$ cat src/rtl/relu_maxpool_pkg.sv
// Shared constants, state encoding and helpers for the CNN post-processing
// stages. The derived constants describe the default frame geometry; blocks
// with other geometries derive their own copies from their parameters.
package cnn_pkg;

    localparam int DW     = 32;
    localparam int DEF_M  = 3;
    localparam int DEF_RP = 25;
    localparam int DEF_CP = 25;

    localparam int PR        = DEF_RP / 2;
    localparam int PC        = DEF_CP / 2;
    localparam int OUT_WORDS = DEF_M * PR * PC;

    typedef enum logic {
        IDLE = 1'b0,
        RUN  = 1'b1
    } state_t;

    // Two's-complement maximum of two DW-wide words.
    function automatic logic [DW-1:0] smax(input logic [DW-1:0] a,
                                           input logic [DW-1:0] b);
        return ($signed(a) > $signed(b)) ? a : b;
    endfunction

endpackage

$ cat src/rtl/relu_maxpool_if.sv
// Stream/control bundle for relu_maxpool.
//   master: drives start, in_data, in_valid; observes the pooled stream.
//   slave : the pooling stage itself.
interface relu_maxpool_if #(
    parameter int DW = cnn_pkg::DW
);
    logic          start;
    logic [DW-1:0] in_data;
    logic          in_valid;
    logic [DW-1:0] out_data;
    logic          out_valid;
    logic [31:0]   out_addr;
    logic          busy;
    logic          done;

    modport master (
        output start, in_data, in_valid,
        input  out_data, out_valid, out_addr, busy, done
    );

    modport slave (
        input  start, in_data, in_valid,
        output out_data, out_valid, out_addr, busy, done
    );
endinterface

$ cat src/rtl/relu_maxpool_line_buf.sv
// pool_line_buf: one row of horizontal maxima awaiting their vertical partner.
//   clk          : write clock
//   we/waddr/wdata: write port
//   raddr/rdata  : asynchronous read port
// Contents are not reset; every entry is written before it is read.
module pool_line_buf #(
    parameter int DEPTH = cnn_pkg::PC,
    parameter int DW    = cnn_pkg::DW,
    parameter int AW    = (DEPTH > 1) ? $clog2(DEPTH) : 1
) (
    input  logic          clk,
    input  logic          we,
    input  logic [AW-1:0] waddr,
    input  logic [DW-1:0] wdata,
    input  logic [AW-1:0] raddr,
    output logic [DW-1:0] rdata
);
    logic [DW-1:0] mem [DEPTH];

    always_ff @(posedge clk) begin
        if (we) mem[waddr] <= wdata;
    end

    assign rdata = mem[raddr];
endmodule

$ cat src/rtl/relu_maxpool.sv
// relu_maxpool: streaming ReLU followed by 2x2 stride-2 max-pool.
//   clk : clock, rising edge
//   rst : synchronous reset, active low
//   bus : slave side of relu_maxpool_if (start, in_data/in_valid in;
//         out_data/out_valid/out_addr, busy, done out)
// Input is raster order (channel, row, column). Trailing odd row/column of
// each map is consumed and dropped.
module relu_maxpool #(
    parameter int M  = cnn_pkg::DEF_M,
    parameter int RP = cnn_pkg::DEF_RP,
    parameter int CP = cnn_pkg::DEF_CP,
    parameter int DW = cnn_pkg::DW
) (
    input  logic         clk,
    input  logic         rst,
    relu_maxpool_if.slave bus
);
    import cnn_pkg::*;

    localparam int HR = RP / 2;
    localparam int HC = CP / 2;
    localparam int CW = $clog2(CP + 1);
    localparam int RW = $clog2(RP + 1);
    localparam int MW = $clog2(M + 1);
    localparam int AW = (HC > 1) ? $clog2(HC) : 1;

    state_t        state;
    logic [CW-1:0] col;
    logic [RW-1:0] row;
    logic [MW-1:0] ch;
    logic [DW-1:0] h_reg, v, h, lb_rd;
    logic [AW-1:0] idx;
    logic          acc, col_last, row_last, ch_last, pair_col, pair_row, lb_we;

    // start outranks a same-cycle sample.
    assign acc      = (state == RUN) && bus.in_valid && !bus.start;
    assign v        = bus.in_data[DW-1] ? '0 : bus.in_data;
    assign h        = smax(h_reg, v);
    assign col_last = (col == CW'(CP - 1));
    assign row_last = (row == RW'(RP - 1));
    assign ch_last  = (ch == MW'(M - 1));
    // Only columns/rows inside complete 2x2 windows take part.
    assign pair_col = col[0] && (col < CW'(2 * HC));
    assign pair_row = row < RW'(2 * HR);
    assign idx      = col[AW:1];
    assign lb_we    = acc && pair_col && pair_row && !row[0];

    pool_line_buf #(.DEPTH(HC), .DW(DW), .AW(AW)) u_lbuf (
        .clk  (clk),
        .we   (lb_we),
        .waddr(idx),
        .wdata(h),
        .raddr(idx),
        .rdata(lb_rd)
    );

    always_ff @(posedge clk) begin
        if (!rst) begin
            state         <= IDLE;
            col           <= '0;
            row           <= '0;
            ch            <= '0;
            h_reg         <= '0;
            bus.out_data  <= '0;
            bus.out_valid <= 1'b0;
            bus.out_addr  <= '0;
            bus.busy      <= 1'b0;
            bus.done      <= 1'b0;
        end else begin
            bus.out_valid <= 1'b0;
            bus.done      <= 1'b0;
            // Address names the word currently on out_data, so step after it.
            if (bus.out_valid) bus.out_addr <= bus.out_addr + 32'd1;

            if (bus.start) begin
                state        <= RUN;
                bus.busy     <= 1'b1;
                col          <= '0;
                row          <= '0;
                ch           <= '0;
                bus.out_addr <= '0;
            end else if (acc) begin
                if (!col[0]) h_reg <= v;
                if (pair_col && pair_row && row[0]) begin
                    bus.out_data  <= smax(lb_rd, h);
                    bus.out_valid <= 1'b1;
                end
                if (col_last) begin
                    col <= '0;
                    if (row_last) begin
                        row <= '0;
                        ch  <= ch_last ? '0 : ch + MW'(1);
                    end else begin
                        row <= row + RW'(1);
                    end
                end else begin
                    col <= col + CW'(1);
                end
                if (col_last && row_last && ch_last) begin
                    state    <= IDLE;
                    bus.busy <= 1'b0;
                    bus.done <= 1'b1;
                end
            end
        end
    end
endmodule

$ cat src/flat_wrapper.sv
// flat-port wrapper written by rule: the top's interface ports become plain ports
module relu_maxpool_flat import cnn_pkg::*;
#(
    parameter int M  = cnn_pkg::DEF_M,
    parameter int RP = cnn_pkg::DEF_RP,
    parameter int CP = cnn_pkg::DEF_CP,
    parameter int DW = cnn_pkg::DW
)
  (clk, rst, bus_start, bus_in_data, bus_in_valid, bus_out_data, bus_out_valid, bus_out_addr, bus_busy, bus_done);
  relu_maxpool_if #(.DW(DW)) bus_i ();
  input  logic clk;
  input  logic rst;
  input wire logic [$bits(bus_i.start)-1:0] bus_start;
  input wire logic [$bits(bus_i.in_data)-1:0] bus_in_data;
  input wire logic [$bits(bus_i.in_valid)-1:0] bus_in_valid;
  output wire logic [$bits(bus_i.out_data)-1:0] bus_out_data;
  output wire logic [$bits(bus_i.out_valid)-1:0] bus_out_valid;
  output wire logic [$bits(bus_i.out_addr)-1:0] bus_out_addr;
  output wire logic [$bits(bus_i.busy)-1:0] bus_busy;
  output wire logic [$bits(bus_i.done)-1:0] bus_done;
  assign bus_i.start = bus_start;
  assign bus_i.in_data = bus_in_data;
  assign bus_i.in_valid = bus_in_valid;
  assign bus_out_data = bus_i.out_data;
  assign bus_out_valid = bus_i.out_valid;
  assign bus_out_addr = bus_i.out_addr;
  assign bus_busy = bus_i.busy;
  assign bus_done = bus_i.done;
  relu_maxpool #(.M(M), .RP(RP), .CP(CP), .DW(DW)) u_core (.clk(clk), .rst(rst), .bus(bus_i));
endmodule
$ cat config.mk
export PLATFORM = sky130hd
export DESIGN_NAME = relu_maxpool_flat
export DESIGN_NICKNAME = d
export VERILOG_FILES = /design/src/rtl/relu_maxpool_pkg.sv /design/src/rtl/relu_maxpool_if.sv /design/src/rtl/relu_maxpool_line_buf.sv /design/src/rtl/relu_maxpool.sv /design/src/flat_wrapper.sv
export SDC_FILE = /design/constraint.sdc
export NUM_CORES = 1
export LEC_CHECK = 0
export CAP_MARGIN = 10
export CORE_ASPECT_RATIO = 1.2
export CORE_UTILIZATION = 46
export DETAILED_ROUTE_END_ITERATION = 16
export PLACE_DENSITY = 0.68
export SLEW_MARGIN = 20
export SYNTH_ARGS = -nofsm -noshare
export SYNTH_HDL_FRONTEND = slang
export SYNTH_SLANG_ARGS = --single-unit
$ cat constraint.sdc
create_clock -name clk -period 9.7 [get_ports clk]
set_clock_uncertainty 0.15 [all_clocks]
set_input_delay 2.91 -clock clk [delete_from_list [all_inputs] [get_ports clk]]
set_output_delay 2.91 -clock clk [all_outputs]
set_load 0.005 [all_outputs]
==> impl_metrics.py, run 1 <==
metrics = {
    "route": {
        "wl_per_cell_um": 22.7,
        "drtAntennaViolNets": 0,
        "wl_met2_um": 24500,
        "route.detailed.drc": 0,
        "highest_layer": "met4",
        "wirelength_um": 49100,
        "drt_iter0_drc": 873,
        "vias": 12200,
        "wl_met1_um": 20400,
        "vias_per_cell": 5.64,
        "met3_length_um": 2420,
        "firstDrtPassIters": 5,
    },
    "clock_network": {
        "cts_tree": "yes",
        "clockBufferDepth": 3,
        "cts.sinks": 485,
        "cts_resized": 0,
        "root_buffer": "clkbuf_16",
        "htreeDepth": 2,
        "cts_made_buffers": 48,
        "clk_pin_slew_worst_paths_ns": 0.06,
        "post_cts_buffers": 0,
        "insertion_delay_ns": 0.60,
        "cts_hold_buf": 0,
    },
    "yosys": {
        "yosysTopAreaCell": "edfxtp_1",
        "synthTopCellsByArea": "edfxtp_1 53%, dfxtp_1 11%, mux4_2 9.9%, ha_1 4.0%, a21oi_4 2.2%",
        "postSynthCellCount": 1419,
        "ys_types": 61,
        "yosys_warnings": 0,
        "synth_top_cell_area_share_pct": 52.6,
        "synth.most_common_cell": "edfxtp_1",
        "avgSynthCellArea_um2": 15.0,
        "synth_nets": 1522,
        "synth_edf_count": 372,
        "ys_async_sr_fraction_pct": 0,
        "ys_seq_area_share_pct": 63.3,
        "synth_common_cells": "372 x edfxtp_1, 120 x nand2_1, 113 x dfxtp_1, 93 x mux4_2, 71 x o21ai_0",
        "synth-seq-cells": 485,
        "ys.flop_type": "edfxtp_1",
        "netlist_area_um2": 21200,
    },
    "min_path": {
        "hp-start": "u_core.col[0]$_SDFFE_PP0P_",
        "hold_path_depth": 2,
        "min_to": "u_core.col[0]$_SDFFE_PP0P_",
        "hp-class": "register to register",
    },
    "timing": {
        "fmax_mhz": 115,
        "holdWs_ns": 0.342,
        "tightest_slew_ns": 1.15,
        "final-setup-viol-count": 0,
        "fin_crit_sh_pct": 89.9,
        "fin_tns_setup_ns": 0,
        "period_minus_slack_ns": 8.72,
        "final_max_slew_viol_count": 0,
        "rsz0062_at_grt": "no",
        "hold_viol_final": 0,
        "slew_headroom_pct": 23.6,
    },
    "critical_path": {
        "startpoint_type": "primary input",
        "crit_fanout": 31,
        "end_kind": "register",
        "path_class": "primary input to register",
        "worst-endpoint-arrival_ns": 9.07,
        "regToRegSetupSlack_ns": 4.25,
        "required_ns": 10.05,
        "reg2regPathDepth": 11,
        "reg2reg_to": "u_core.bus.out_data[30]$_SDFFE_PN0P_",
    },
    "floorplanning": {
        "die_area_um2": 47000,
        "die_h_um": 237,
        "ios": 103,
        "start_util_pct": 47.0,
        "rows": 85,
        "core_um2": 45200,
        "dieWidth_um": 198,
    },
    "power_and_ir_drop": {
        "totalPowerFinal_mw": 4.20,
        "p_leak_nw": 7.99,
        "peakVddDrop_mv": 0.115,
        "powerDensity_nw_per_um2": 172,
    },
    "finish": {
        "regMostFlops": "u_core.u_lbuf.mem",
        "fin_nets": 1620,
        "insertedDiodeCount": 0,
        "syn2layout_area_growth_pct": 15.3,
        "nFillCells": 3631,
        "reg.largest.list": "u_core.u_lbuf.mem x372, u_core.bus.out_addr x32",
        "largest_reg_flops": 372,
        "layout-drive-gt1-share_pct": 19.9,
    },
    "global_route": {
        "grt_antenna_before_repair": 0,
        "grt_max_degree": 63,
        "grt_usage_pct": 21.5,
        "first_global_vias": 12500,
        "grt_pass1_wl_um": 75100,
        "overflow": 0,
    },
    "flow_run": {
        "max_cap_violations": 0,
    },
    "place": {
        "gp_congestion": 0.862,
        "io_buffer_count": 101,
        "hpwl_um": 31300,
    },
    "outcome": {
        "status": "complete, no violations",
    },
}
[logic make-up (layout without fill, tap and decap cells)]
group | after synthesis | in the layout | synth area share, %
flip-flops | 485 | 485 | 63.3
AND/OR/NAND/NOR | 367 | 367 | 8.74
AO/OA/AOI/OAI | 218 | 218 | 8.50
multiplexers | 129 | 129 | 11.6
buffers and inverters | 120 | 258 | 2.55
adder cells (fa/ha/maj) | 67 | 67 | 3.95
XOR/XNOR | 32 | 32 | 1.32
other | 1 | 1 | 0.0177
[final cells by class]
cell class / instances / area (um^2) / area share (%)
Clock buffer: 64 / 1300 / 5.32
Clock inverter: 26 / 234 / 0.956
Inverter: 40 / 150 / 0.614
Multi-Input combinational cell: 814 / 7360 / 30.1
Sequential cell: 485 / 13400 / 55.0
Tap cell: 609 / 762 / 3.11
Timing Repair Buffer: 128 / 1210 / 4.96
[layer usage]
layer | vias to the layer above | global-route usage [%]
met5 | - | 0
met4 | 0 | 8.20
met3 | 96 | 3.59
met2 | 299 | 36.3
met1 | 6209 | 27.8
li1 | 5605 | -
[power breakdown]
| part | internal [mW] | switching, mW | total (mW) | leakage, nW |
|---|---|---|---|---|
| logic | 0.0476 | 0.0971 | 0.145 | 2.95 |
| clock network | 1.03 | 0.787 | 1.82 | 0.749 |
| registers | 2.24 | 0.00373 | 2.24 | 4.29 |
| total | 3.32 | 0.888 | 4.20 | 7.99 |
[layout by cell type (no fill, tap or decap), types with 10 or more instances in the layout]
cell type	n
dfxtp_1	109
o211ai_2	30
nor2_1	48
a21oi_4	29
mux2i_1	35
o21ai_0	71
xor2_1	22
nand2b_1	35
ha_1	67
o211ai_1	32
edfxtp_1	372
clkbuf_1	13
clkdlybuf4s50_1	101
inv_1	10
inv_2	30
and2_1	36
nand2_1	119
buf_4	27
a21oi_1	28
nor3_1	33
mux4_2	93
nand4_1	17
nand3_1	19
clkbuf_16	49
xnor2_1	10
[through the flow]
| step | cells | util, % | instance area [um^2] | setup slack, ns |
|---|---|---|---|---|
| floorplan | 1419 | - | 21200 | 2.54 |
| global placement | 2076 | 50.7 | 22900 | 0.495 |
| detailed placement | 2076 | 50.7 | 22900 | 0.395 |
| CTS | 2166 | 54.1 | 24500 | 0.994 |
| global route | 2166 | 54.1 | 24500 | 0.569 |
| finish | 2166 | 54.1 | 24500 | 0.978 |
[worst max-delay path, stage by stage]
cell and delay, ns:
clkdlybuf4s50_1 0.94, nand2b_1 0.43, ha_1 0.34, nand4_1 0.19, a211oi_2 0.24, o221ai_1 0.18, a221oi_4 0.32, or2_4 0.84
a21oi_4 0.15, ha_1 0.36, nand4_1 0.17, nor4_2 0.37, nand3_1 0.15, and2_1 0.19, or3b_2 0.89, o211ai_1 0.31
[worst max-delay path by stage]
stage                          startpoint                              endpoint  slack [ns]
after floorplan           bus_in_data[31]   u_core.bus.out_data[1]$_SDFFE_PN0P_        2.54
final                     bus_in_data[31]  u_core.bus.out_data[30]$_SDFFE_PN0P_        0.98
after global routing      bus_in_data[31]  u_core.bus.out_data[30]$_SDFFE_PN0P_        0.57
after CTS                 bus_in_data[31]  u_core.bus.out_data[30]$_SDFFE_PN0P_        0.99
after detailed placement  bus_in_data[31]  u_core.bus.out_data[28]$_SDFFE_PN0P_        0.40
after global placement    bus_in_data[31]  u_core.bus.out_data[30]$_SDFFE_PN0P_        0.49
Note: power is estimated with default switching activity, not from simulation.
==> inputs of run 2 (changes only) <==
clock period = 11.2 ns   (was 9.7 ns; I/O delays follow)
==> impl_metrics.py, run 2 (synthesis results as in run 1) <==
metrics = {
    "clock_network": {
        "cts_resized": 0,
        "clk_pin_slew_worst_paths_ns": 0.06,
        "cts_made_buffers": 47,
        "post_cts_buffers": 0,
        "insertion_delay_ns": 0.60,
        "cts.sinks": 485,
        "cts_tree": "yes",
        "root_buffer": "clkbuf_16",
        "htreeDepth": 2,
        "clockBufferDepth": 3,
        "cts_hold_buf": 0,
    },
    "timing": {
        "setup_slack_ns": 2.63,
        "final_max_slew_viol_count": 0,
        "fin_tns_setup_ns": 0,
        "hold_viol_final": 0,
        "tightest_slew_ns": 1.13,
        "period_minus_slack_ns": 8.57,
        "slew_headroom_pct": 24.7,
        "fin_crit_sh_pct": 76.5,
        "fmax_mhz": 117,
        "rsz0062_at_grt": "no",
        "final-setup-viol-count": 0,
    },
    "finish": {
        "fin_nets": 1616,
        "syn2layout_area_growth_pct": 14.8,
        "final_common_cell": "edfxtp_1",
        "insertedDiodeCount": 0,
        "layout-drive-gt1-share_pct": 19.9,
        "largest_reg_flops": 372,
        "finish.utilization_pct": 53.9,
        "final_cell_mix": "372 x edfxtp_1, 119 x nand2_1, 109 x dfxtp_1",
        "seqCellArea_um2": 13400,
        "regMostFlops": "u_core.u_lbuf.mem",
        "multi_input_area_um2": 7360,
        "nFillCells": 3622,
        "reg.largest.list": "u_core.u_lbuf.mem x372, u_core.bus.out_addr x32",
        "instances_no_fill": 2158,
    },
    "critical_path": {
        "path_buf_inv": 1,
        "worst-endpoint-arrival_ns": 8.91,
        "reg2regPathDepth": 11,
        "path_class": "primary input to register",
        "slowest_stage": "or3b_2",
        "critical_path.top_delay_family": "simple AND/OR/NAND/NOR gates",
        "cp_cell_sequence": "clkdlybuf4s50_1 > nand2b_1 > ha_1 > nand4_1 > a211oi_2 > o221ai_1 > a221oi_4 > or2_4 > a21oi_2 > ha_1 > nor2b_1 > o21a_1 > o21a_1 > o21ai_1 > a41oi_2 > or3b_2 > o211ai_1",
        "crit_fanout": 31,
        "startpoint_type": "primary input",
        "end_kind": "register",
        "worst-path-stages": 17,
        "required_ns": 11.54,
        "slowest_delay_ns": 0.89,
    },
    "global_route": {
        "grt_usage_pct": 22.0,
        "grt_antenna_before_repair": 0,
        "grt_max_degree": 63,
        "grt_pass1_wl_um": 76400,
        "overflow": 0,
        "first_global_vias": 12500,
    },
    "route": {
        "firstDrtPassIters": 5,
        "drt_iter0_drc": 939,
        "vias_per_cell": 5.69,
        "drtAntennaViolNets": 0,
        "route.detailed.drc": 0,
        "wl_per_cell_um": 23.3,
        "vias": 12300,
        "wirelength_um": 50300,
    },
    "power_and_ir_drop": {
        "p_leak_nw": 7.93,
        "peakVddDrop_mv": 0.111,
        "powerDensity_nw_per_um2": 147,
    },
    "floorplanning": {
        "ios": 103,
        "dieWidth_um": 198,
        "core_um2": 45200,
        "die_area_um2": 47000,
        "rows": 85,
        "die_h_um": 237,
        "start_util_pct": 47.0,
    },
    "place": {
        "io_buffer_count": 101,
        "placed_cells": 2073,
        "place_ws_ns": 1.36,
        "hpwl_um": 31000,
        "gp_congestion": 0.904,
    },
    "min_path": {
        "hold_path_depth": 2,
        "hp-class": "register to register",
    },
    "outcome": {
        "status": "complete, no violations",
    },
    "flow_run": {
        "max_cap_violations": 0,
    },
}
-- run 2: through the flow --
step           hold WS (ns)  instance area, um^2  power, mW
6_report              0.350                24400       3.58
5_1_grt               0.371                24400       3.69
4_1_cts               0.347                24400       3.61
3_5_place_dp          0.338                22900       2.11
3_3_place_gp          0.327                22900       2.10
2_1_floorplan         0.311                21200       2.06
-- run 2: worst min-delay path: cells and delay by family, from the launching register on --
family | cells | cell delay [ns]
and+or+nand+nor | 1 | 0.06
DFF | 1 | 0.33
AOI/OAI and AO/OA | 1 | 0.06
-- run 2: layout make-up --
type | count | area share, %
clock inverters | 26 | 0.909
multi-input cells | 814 | 30.2
inverters | 40 | 0.616
clock buffers | 59 | 5.10
repair buffers | 125 | 4.87
well taps | 609 | 3.13
flip-flops and latches | 485 | 55.2
-- run 2: metal layers --
layer | vias up | GRT usage [%] | share of wire (%) | wire length [um]
met5 | - | 0 | 0 | 0
li1 | 5597 | - | - | -
met2 | 343 | 37.3 | 50 | 25300
met1 | 6249 | 28.6 | 42 | 21000
met4 | 0 | 7.94 | 3.3 | 1660
met3 | 82 | 3.16 | 4.6 | 2330
-- run 2: worst paths after layout --
path                                                              to  slack (ns)                       start
worst max-delay path            u_core.bus.out_data[30]$_SDFFE_PN0P_        2.63             bus_in_data[23]
worst min-delay path                      u_core.col[0]$_SDFFE_PP0P_        0.35  u_core.col[0]$_SDFFE_PP0P_
worst max register to register  u_core.bus.out_data[30]$_SDFFE_PN0P_        5.55                    register
worst min register to register            u_core.col[0]$_SDFFE_PP0P_        0.35  u_core.col[0]$_SDFFE_PP0P_
-- run 2: report_power, final --
group,leakage [nW],internal [mW],total [mW],switching [mW]
Sequential,4.29,1.94,1.94,0.00333
Combinational,2.93,0.0410,0.127,0.0861
Clock,0.710,0.840,1.52,0.677
Total,7.93,2.82,3.58,0.766
